$ cat src/rtl/softex_pkg.sv
// Shared types for the softex slot cache: slot contents, request/update ops,
// response record and slot-manager FSM states.
package softex_pkg;

  localparam int unsigned SLOT_ADDR_BITS  = 8;
  localparam int unsigned N_SLOTS_DEFAULT = 8;

  typedef struct packed {
    logic [15:0] maximum;
    logic [31:0] denominator;
    logic        valid;
  } slot_t;

  typedef enum logic {SLOT_ALLOC, SLOT_LOAD} slot_req_kind_e;
  typedef enum logic {SLOT_UPDATE, SLOT_FREE} slot_upd_kind_e;

  typedef struct packed {
    slot_req_kind_e            op;
    logic [SLOT_ADDR_BITS-1:0] addr;
  } slot_req_op_t;

  typedef struct packed {
    slot_upd_kind_e            op;
    logic [SLOT_ADDR_BITS-1:0] addr;
    logic [15:0]               maximum;
    logic [31:0]               denominator;
  } slot_update_op_t;

  typedef struct packed {
    logic [SLOT_ADDR_BITS-1:0] addr;
    slot_t                     slot;
    logic                      err;
  } slot_rsp_t;

  typedef enum logic {IDLE, RESP} slot_mgr_state_e;

endpackage

$ cat src/rtl/softex_slot_manager_if.sv
// Request/response and update handshake bundle of the softex slot manager.
interface softex_slot_manager_if import softex_pkg::*; #(
  parameter int unsigned ADDR_W = SLOT_ADDR_BITS
);
  logic              req_valid_i;
  logic              req_ready_o;
  slot_req_op_t      req_op_i;
  logic              rsp_valid_o;
  logic              rsp_ready_i;
  logic [ADDR_W-1:0] rsp_addr_o;
  slot_t             rsp_slot_o;
  logic              rsp_err_o;
  logic              upd_valid_i;
  logic              upd_ready_o;
  slot_update_op_t   upd_op_i;
  logic              upd_err_o;

  modport slave (
    input  req_valid_i, req_op_i, rsp_ready_i, upd_valid_i, upd_op_i,
    output req_ready_o, rsp_valid_o, rsp_addr_o, rsp_slot_o, rsp_err_o,
           upd_ready_o, upd_err_o
  );

  modport master (
    output req_valid_i, req_op_i, rsp_ready_i, upd_valid_i, upd_op_i,
    input  req_ready_o, rsp_valid_o, rsp_addr_o, rsp_slot_o, rsp_err_o,
           upd_ready_o, upd_err_o
  );
endinterface

$ cat src/rtl/softex_slot_free_picker.sv
// Combinational lowest-index free-slot encoder over the alloc vector.
module softex_slot_free_picker #(
  parameter int unsigned N_SLOTS = 8,
  parameter int unsigned ADDR_W  = 8
) (
  input  logic [N_SLOTS-1:0] i_alloc,
  output logic [ADDR_W-1:0]  o_idx,
  output logic               o_none_free
);
  logic w_found;

  always_comb begin
    o_idx   = '0;
    w_found = 1'b0;
    for (int unsigned i = 0; i < N_SLOTS; i++) begin
      if (!i_alloc[i] && !w_found) begin
        o_idx   = ADDR_W'(i);
        w_found = 1'b1;
      end
    end
    o_none_free = !w_found;
  end
endmodule

$ cat src/rtl/softex_slot_manager.sv
// Softmax state-slot cache controller: ALLOC/LOAD requests, UPDATE/FREE writebacks.
// Optional macro SOFTEX_SLOT_FWD_EN forwards a same-cycle update to a LOAD.
module softex_slot_manager import softex_pkg::*; #(
  parameter  int unsigned N_SLOTS = N_SLOTS_DEFAULT,
  parameter  int unsigned ADDR_W  = SLOT_ADDR_BITS,
  localparam int unsigned NFW     = $clog2(N_SLOTS + 1)
) (
  input  logic                   clk_i,
  input  logic                   rst_ni,
  input  logic                   clear_i,
  softex_slot_manager_if.slave   bus,
  output logic                   busy_o,
  output logic [NFW-1:0]         n_free_o
);
  slot_mgr_state_e    r_state, w_state_nxt;
  logic [N_SLOTS-1:0] r_alloc, w_alloc_nxt;
  slot_t              r_slot     [N_SLOTS];
  slot_t              w_slot_nxt [N_SLOTS];
  slot_rsp_t          r_rsp, w_rsp_nxt;
  logic               r_upd_err;
  logic [NFW-1:0]     r_n_free, w_n_free_nxt;

  logic               w_req_acc, w_upd_acc, w_upd_ok, w_ld_alloc, w_alloc_go, w_none_free;
  logic [ADDR_W-1:0]  w_free_idx;
  logic [N_SLOTS-1:0] w_upd_sel, w_ld_sel, w_alloc_sel;
  slot_t              w_ld_slot;

  softex_slot_free_picker #(.N_SLOTS(N_SLOTS), .ADDR_W(ADDR_W)) u_picker (
    .i_alloc     (r_alloc),
    .o_idx       (w_free_idx),
    .o_none_free (w_none_free)
  );

  always_comb begin
    w_state_nxt     = r_state;
    bus.req_ready_o = 1'b0;
    bus.rsp_valid_o = 1'b0;
    case (r_state)
      IDLE: begin
        bus.req_ready_o = !clear_i;
        if (bus.req_valid_i && !clear_i) w_state_nxt = RESP;
      end
      RESP: begin
        bus.rsp_valid_o = 1'b1;
        if (bus.rsp_ready_i) w_state_nxt = IDLE;
      end
      default: w_state_nxt = IDLE;
    endcase
    if (clear_i) w_state_nxt = IDLE;
  end

  // Address decode by comparison, so out-of-range addresses select nothing.
  always_comb begin
    w_ld_slot = '0;
    for (int unsigned i = 0; i < N_SLOTS; i++) begin
      w_upd_sel[i]   = bus.upd_op_i.addr == SLOT_ADDR_BITS'(i);
      w_ld_sel[i]    = bus.req_op_i.addr == SLOT_ADDR_BITS'(i);
      w_alloc_sel[i] = w_free_idx == ADDR_W'(i);
      if (w_ld_sel[i]) w_ld_slot = r_slot[i];
    end
    w_req_acc  = bus.req_valid_i && bus.req_ready_o;
    w_upd_acc  = bus.upd_valid_i && !clear_i;
    w_upd_ok   = |(w_upd_sel & r_alloc);
    w_ld_alloc = |(w_ld_sel & r_alloc);
    w_alloc_go = w_req_acc && bus.req_op_i.op == SLOT_ALLOC && !w_none_free;
  end

  always_comb begin
    w_rsp_nxt = r_rsp;
    if (w_req_acc) begin
      if (bus.req_op_i.op == SLOT_ALLOC) begin
        w_rsp_nxt.addr = w_none_free ? '0 : SLOT_ADDR_BITS'(w_free_idx);
        w_rsp_nxt.slot = '0;
        w_rsp_nxt.err  = w_none_free;
      end else begin
        w_rsp_nxt.addr = bus.req_op_i.addr;
        w_rsp_nxt.slot = w_ld_alloc ? w_ld_slot : '0;
        w_rsp_nxt.err  = !w_ld_alloc;
`ifdef SOFTEX_SLOT_FWD_EN
        if (w_ld_alloc && w_upd_acc && w_upd_ok && bus.upd_op_i.addr == bus.req_op_i.addr) begin
          if (bus.upd_op_i.op == SLOT_UPDATE) begin
            w_rsp_nxt.slot = '{maximum: bus.upd_op_i.maximum,
                               denominator: bus.upd_op_i.denominator, valid: 1'b1};
          end else begin
            w_rsp_nxt.slot = '0;
            w_rsp_nxt.err  = 1'b1;
          end
        end
`endif
      end
    end
    if (clear_i) w_rsp_nxt = '0;
  end

  // ALLOC only targets free slots and updates only allocated ones, so they never collide.
  always_comb begin
    w_alloc_nxt  = r_alloc;
    w_slot_nxt   = r_slot;
    w_n_free_nxt = '0;
    for (int unsigned i = 0; i < N_SLOTS; i++) begin
      if (w_upd_acc && w_upd_sel[i] && r_alloc[i]) begin
        if (bus.upd_op_i.op == SLOT_UPDATE) begin
          w_slot_nxt[i] = '{maximum: bus.upd_op_i.maximum,
                            denominator: bus.upd_op_i.denominator, valid: 1'b1};
        end else begin
          w_alloc_nxt[i]      = 1'b0;
          w_slot_nxt[i].valid = 1'b0;
        end
      end
      if (w_alloc_go && w_alloc_sel[i]) begin
        w_alloc_nxt[i] = 1'b1;
        w_slot_nxt[i]  = '0;
      end
      if (clear_i) begin
        w_alloc_nxt[i] = 1'b0;
        w_slot_nxt[i]  = '0;
      end
      w_n_free_nxt = w_n_free_nxt + NFW'(!w_alloc_nxt[i]);
    end
  end

  always_ff @(posedge clk_i or negedge rst_ni) begin
    if (!rst_ni) begin
      r_state   <= IDLE;
      r_alloc   <= '0;
      r_rsp     <= '0;
      r_upd_err <= 1'b0;
      r_n_free  <= NFW'(N_SLOTS);
      for (int unsigned i = 0; i < N_SLOTS; i++) r_slot[i] <= '0;
    end else begin
      r_state   <= w_state_nxt;
      r_alloc   <= w_alloc_nxt;
      r_rsp     <= w_rsp_nxt;
      r_upd_err <= w_upd_acc && !w_upd_ok;
      r_n_free  <= w_n_free_nxt;
      for (int unsigned i = 0; i < N_SLOTS; i++) r_slot[i] <= w_slot_nxt[i];
    end
  end

  assign bus.rsp_addr_o  = ADDR_W'(r_rsp.addr);
  assign bus.rsp_slot_o  = r_rsp.slot;
  assign bus.rsp_err_o   = r_rsp.err;
  assign bus.upd_ready_o = !clear_i;
  assign bus.upd_err_o   = r_upd_err;
  assign busy_o          = r_state != IDLE;
  assign n_free_o        = r_n_free;
endmodule

$ cat src/flat_wrapper.sv
// flat-port wrapper written by rule: the top's interface ports become plain ports
module softex_slot_manager_flat import softex_pkg::*;
#(
  parameter  int unsigned N_SLOTS = N_SLOTS_DEFAULT,
  parameter  int unsigned ADDR_W  = SLOT_ADDR_BITS,
  localparam int unsigned NFW     = $clog2(N_SLOTS + 1)
)
  (clk_i, rst_ni, clear_i, busy_o, n_free_o, bus_req_valid_i, bus_req_op_i, bus_rsp_ready_i, bus_upd_valid_i, bus_upd_op_i, bus_req_ready_o, bus_rsp_valid_o, bus_rsp_addr_o, bus_rsp_slot_o, bus_rsp_err_o, bus_upd_ready_o, bus_upd_err_o);
  softex_slot_manager_if #(.ADDR_W(ADDR_W)) bus_i ();
  input  logic clk_i;
  input  logic rst_ni;
  input  logic clear_i;
  output logic busy_o;
  output logic [NFW-1:0] n_free_o;
  input wire logic [$bits(bus_i.req_valid_i)-1:0] bus_req_valid_i;
  input wire logic [$bits(bus_i.req_op_i)-1:0] bus_req_op_i;
  input wire logic [$bits(bus_i.rsp_ready_i)-1:0] bus_rsp_ready_i;
  input wire logic [$bits(bus_i.upd_valid_i)-1:0] bus_upd_valid_i;
  input wire logic [$bits(bus_i.upd_op_i)-1:0] bus_upd_op_i;
  output wire logic [$bits(bus_i.req_ready_o)-1:0] bus_req_ready_o;
  output wire logic [$bits(bus_i.rsp_valid_o)-1:0] bus_rsp_valid_o;
  output wire logic [$bits(bus_i.rsp_addr_o)-1:0] bus_rsp_addr_o;
  output wire logic [$bits(bus_i.rsp_slot_o)-1:0] bus_rsp_slot_o;
  output wire logic [$bits(bus_i.rsp_err_o)-1:0] bus_rsp_err_o;
  output wire logic [$bits(bus_i.upd_ready_o)-1:0] bus_upd_ready_o;
  output wire logic [$bits(bus_i.upd_err_o)-1:0] bus_upd_err_o;
  assign bus_i.req_valid_i = bus_req_valid_i;
  assign bus_i.req_op_i = bus_req_op_i;
  assign bus_i.rsp_ready_i = bus_rsp_ready_i;
  assign bus_i.upd_valid_i = bus_upd_valid_i;
  assign bus_i.upd_op_i = bus_upd_op_i;
  assign bus_req_ready_o = bus_i.req_ready_o;
  assign bus_rsp_valid_o = bus_i.rsp_valid_o;
  assign bus_rsp_addr_o = bus_i.rsp_addr_o;
  assign bus_rsp_slot_o = bus_i.rsp_slot_o;
  assign bus_rsp_err_o = bus_i.rsp_err_o;
  assign bus_upd_ready_o = bus_i.upd_ready_o;
  assign bus_upd_err_o = bus_i.upd_err_o;
  softex_slot_manager #(.N_SLOTS(N_SLOTS), .ADDR_W(ADDR_W)) u_core (.clk_i(clk_i), .rst_ni(rst_ni), .clear_i(clear_i), .bus(bus_i), .busy_o(busy_o), .n_free_o(n_free_o));
endmodule
$ cat config.mk
export PLATFORM = sky130hd
export DESIGN_NAME = softex_slot_manager_flat
export DESIGN_NICKNAME = d
export VERILOG_FILES = /design/src/rtl/softex_pkg.sv /design/src/rtl/softex_slot_manager_if.sv /design/src/rtl/softex_slot_free_picker.sv /design/src/rtl/softex_slot_manager.sv /design/src/flat_wrapper.sv
export SDC_FILE = /design/constraint.sdc
export NUM_CORES = 1
export LEC_CHECK = 0
export CELL_PAD_IN_SITES_DETAIL_PLACEMENT = 1
export CELL_PAD_IN_SITES_GLOBAL_PLACEMENT = 1
export CORE_ASPECT_RATIO = 0.6
export CORE_MARGIN = 2
export CORE_UTILIZATION = 45
export DETAILED_ROUTE_END_ITERATION = 7
export GPL_TIMING_DRIVEN = 0
export PLACE_DENSITY_LB_ADDON = 0.1
export SLEW_MARGIN = 20
export SYNTH_ARGS = -nofsm -noshare
export SYNTH_HDL_FRONTEND = slang
export SYNTH_SLANG_ARGS = --single-unit
export TNS_END_PERCENT = 50
$ cat constraint.sdc
create_clock -name clk_i -period 7.3 [get_ports clk_i]
set_clock_uncertainty 0.05 [all_clocks]
set_input_delay 1.46 -clock clk_i [delete_from_list [all_inputs] [get_ports clk_i]]
set_output_delay 1.46 -clock clk_i [all_outputs]
set_load 0.02 [all_outputs]
==> results.toml <==
[run_status]
outcome = "finished, final reports clean"

[clock_tree]
clkSlewWorstSetupHoldPaths_ns = 0.06
clock_path_buffers = 3
cts.hold.buffers_added = 0
root_buffer = "clkbuf_16"
clk_latency_ns = 0.59
h-tree-depth = 2
cts_tree = "yes"
cts_setup_buffers = 0
cts_resized = 0
cts_buffers = 46
cts_sinks = 464

[detailed_routing]
remaining_drc_errors = 0
vias = 20750
firstDrtPassIters = 5
drt-initial-drc-count = 2627
drt-total-wl_um = 97860
vias_per_cell = 6.852
wl_met3_um = 11690
highest_layer = "met4"
ant_nets = 0
wl_per_cell_um = 32.32
dr_wl_met2_um = 40350
drt-met1-wl_um = 42380

[pwr]
p_comb_frac = 0.085
intPower_mw = 4.135
power_switching_mw = 1.470
ir_drop_uv = 146.3
switching_share = 0.2623
p_seq_frac = 0.460
p_leak_nw = 10.97
powerDensity_nw_per_um2 = 217.9
clkPwrFrac = 0.455

[floorplanning]
initial_utilization = 0.4561
die_w_um = 288.3
core.rowCount = 62
chipHeight_um = 174.6
design.core.area_sq_um = 47860
io_pins = 139
dieArea_sq_um = 50350

[synthesis]
synth-edff-count = 0
synth_top_area_cell = "dfrtp_1"
syn-instance-count = 2160
yosys.area_share.simple = 0.1202
synth_cell_types = 65
mappedNetlistArea_sq_um = 21830
synth_adder_area_share = 0.005388
synth_compound_area_frac = 0.2094
synth_flop_cell = "dfrtp_1"
synth.avg_cell_area_sq_um = 10.11
ys_seq_area_frac = 0.5320
synth_mux_area_frac = 0.08632
synth-xor-area-share = 0.0004012
synth_area_leaders = "dfrtp_1, o21ai_0, nand2_1"
synth_common_cells = "dfrtp_1, nand2_1, o21ai_0"
synth_most_common_cell = "dfrtp_1"
syn_nets = 2239
synth_top_area_share = 0.5308
synth_top_family_by_area = "compound AO/OA/AOI/OAI gates"
yosysWarningCount = 0
ys_ff_latch = 464
async_reset_ff_frac = 1.000

[worst_setup_path]
crit_type = "input port to primary output"
cp_data_required_time_ns = 5.79
slowest_stage = "clkbuf_1"
cp_max_fo = 10
end_kind = "primary output"
slowest_delay_ns = 0.82
crit_top_cell = "clkbuf_1"
crit_arrival_ns = 4.84
path_cells = "clkdlybuf4s50_1, clkbuf_1, clkbuf_1, clkbuf_1, nor2_1, clkdlybuf4s50_1"
critPathLaunchType = "input port"

[cells_and_area]
nets = 2429
antenna_cells = 0
drive_gt1_frac = 0.09296
area_growth_syn_to_layout_pct = 17.84
design_area_sq_um = 25720
nFillCells = 5304

[timing]
fin_crit_ns = 6.351
finalCritPeriodShare = 0.8700
hold_violations = 0
rsz0062_at_grt = "false"
finalSetupViolCount = 0
worst_pin_slew_ns = 1.158
fmax_mhz = 157.5
whs_ns = 0.4306
slew_headroom = 0.2279
report.final.slew_viol_count = 0

[placed_design]
portBuffers = 136
place_congestion = 0.9609
dp_hpwl_um = 66850
placed_cell_area_sq_um = 24160

[flow_run]
maxCapViolations = 0

[global_routing]
track_usage = 0.3886
grt_overflow_total = 0
grt_pass1_vias = 21380
grt_first_pass_wirelength_um = 143900
grt_max_degree = 91
antenna_found_initial = 0

[hold_path]
hp-class = "flop to flop"
==> area by class of cell <==
type	count	area, sq um	area share
timing repair buffer	142	1519	0.05905
inverter	12	45.04	0.001751
buffer	224	968.4	0.03765
tap	640	800.8	0.03113
sequential	464	11610	0.4514
clock buffer	62	1291	0.05020
multi-input combinational	1460	9215	0.3582
clock inverter	24	271.5	0.01055
==> per-stage QoR <==
stage | power, mW | utilization | setup TNS [ns] | std cells | setup WS (ns)
after floorplan | 2.820 | - | 0 | 2160 | 2.360
after global placement | 3.074 | 0.5013 | -7484.06 | 2936 | -16.25
after detailed placement | 3.088 | 0.5047 | 0 | 2942 | 0.6703
after CTS | 5.588 | 0.5374 | 0 | 3028 | 1.025
after global routing | 5.725 | 0.5374 | 0 | 3028 | 0.8292
final | 5.605 | 0.5374 | 0 | 3028 | 0.9489
==> flip-flops by register name, indices dropped and copies added, names as in the netlist <==
signal                 count
u_core.bus.upd_err_o       1
u_core.r_slot            392
u_core.n_free_o            4
u_core.bus.rsp_slot_o     49
u_core.bus.rsp_err_o       1
u_core.r_alloc             8
u_core.bus.rsp_addr_o      8
u_core.busy_o              1
==> critical path: cells and delay by family <==
kind / cells / cell delay [ns]
buffers and inverters: 5 / 3.29
AND/OR/NAND/NOR: 1 / 0.08
==> per-layer routing <==
layer | up-vias | track usage
met5 | - | 0
met4 | 0 | 0.1304
met3 | 220 | 0.1211
met2 | 1315 | 0.5421
met1 | 10820 | 0.5700
li1 | 8389 | -
==> power by group through the flow <==
| stage | combinational, mW | clock (mW) | sequential (mW) |
|---|---|---|---|
| 3_5_place_dp | 0.461 | 0 | 2.63 |
| 6_report | 0.477 | 2.55 | 2.58 |
| 4_1_cts | 0.463 | 2.55 | 2.58 |
| 5_1_grt | 0.497 | 2.65 | 2.58 |
| 3_3_place_gp | 0.441 | 0 | 2.63 |
| 2_1_floorplan | 0.186 | 0 | 2.63 |
==> logic make-up (layout without fill, tap and decap cells) <==
family          count (synthesis)  after routing
xor+xnor                        1              1
compound gates                706            706
mux                           176            176
buf+inv                       236            464
flops                         464            464
fa+ha+maj                       7              7
simple gates                  570            570
==> worst paths after layout <==
check,endpoint,cells past startpoint,slack (ns),startpoint
setup / recovery,bus_req_ready_o,6,0.95,clear_i
hold / removal,u_core.bus.rsp_slot_o[25],2,0.43,u_core.bus.rsp_slot_o[25]
setup reg to reg,u_core.n_free_o[2],11,2.69,u_core.r_alloc[3]
hold reg to reg,u_core.bus.rsp_slot_o[25],2,0.43,u_core.bus.rsp_slot_o[25]
max in group asynchronous,u_core.r_slot[387],4,4.64,rst_ni
min in group asynchronous,u_core.r_slot[18],1,0.78,rst_ni
==> layout by cell type, fill, tap and decap left out, types with 9 or more instances in the layout <==
cell type        synthesis  final
dfrtp_1                463    463
a22oi_1                 81     81
nand4_1                 11     11
a2bb2oi_1               27     27
o21ai_0                237    237
mux2_2                  68     68
buf_1                   19     19
nand3_1                209    209
and3_1                   9      9
o32ai_1                 48     48
clkbuf_16                0     46
a21oi_1                 59     59
clkdlybuf4s50_1          0    135
mux2i_1                105    105
clkbuf_1               154    160
a21o_1                  20     20
o22ai_1                148    148
nand2_1                287    287
clkinv_2                 0     13
o221ai_1                27     27
nor2b_1                  9      9
inv_1                   12     12
buf_2                   37     37
a22o_1                  23     23
Note: power is estimated with default switching activity, not from simulation.
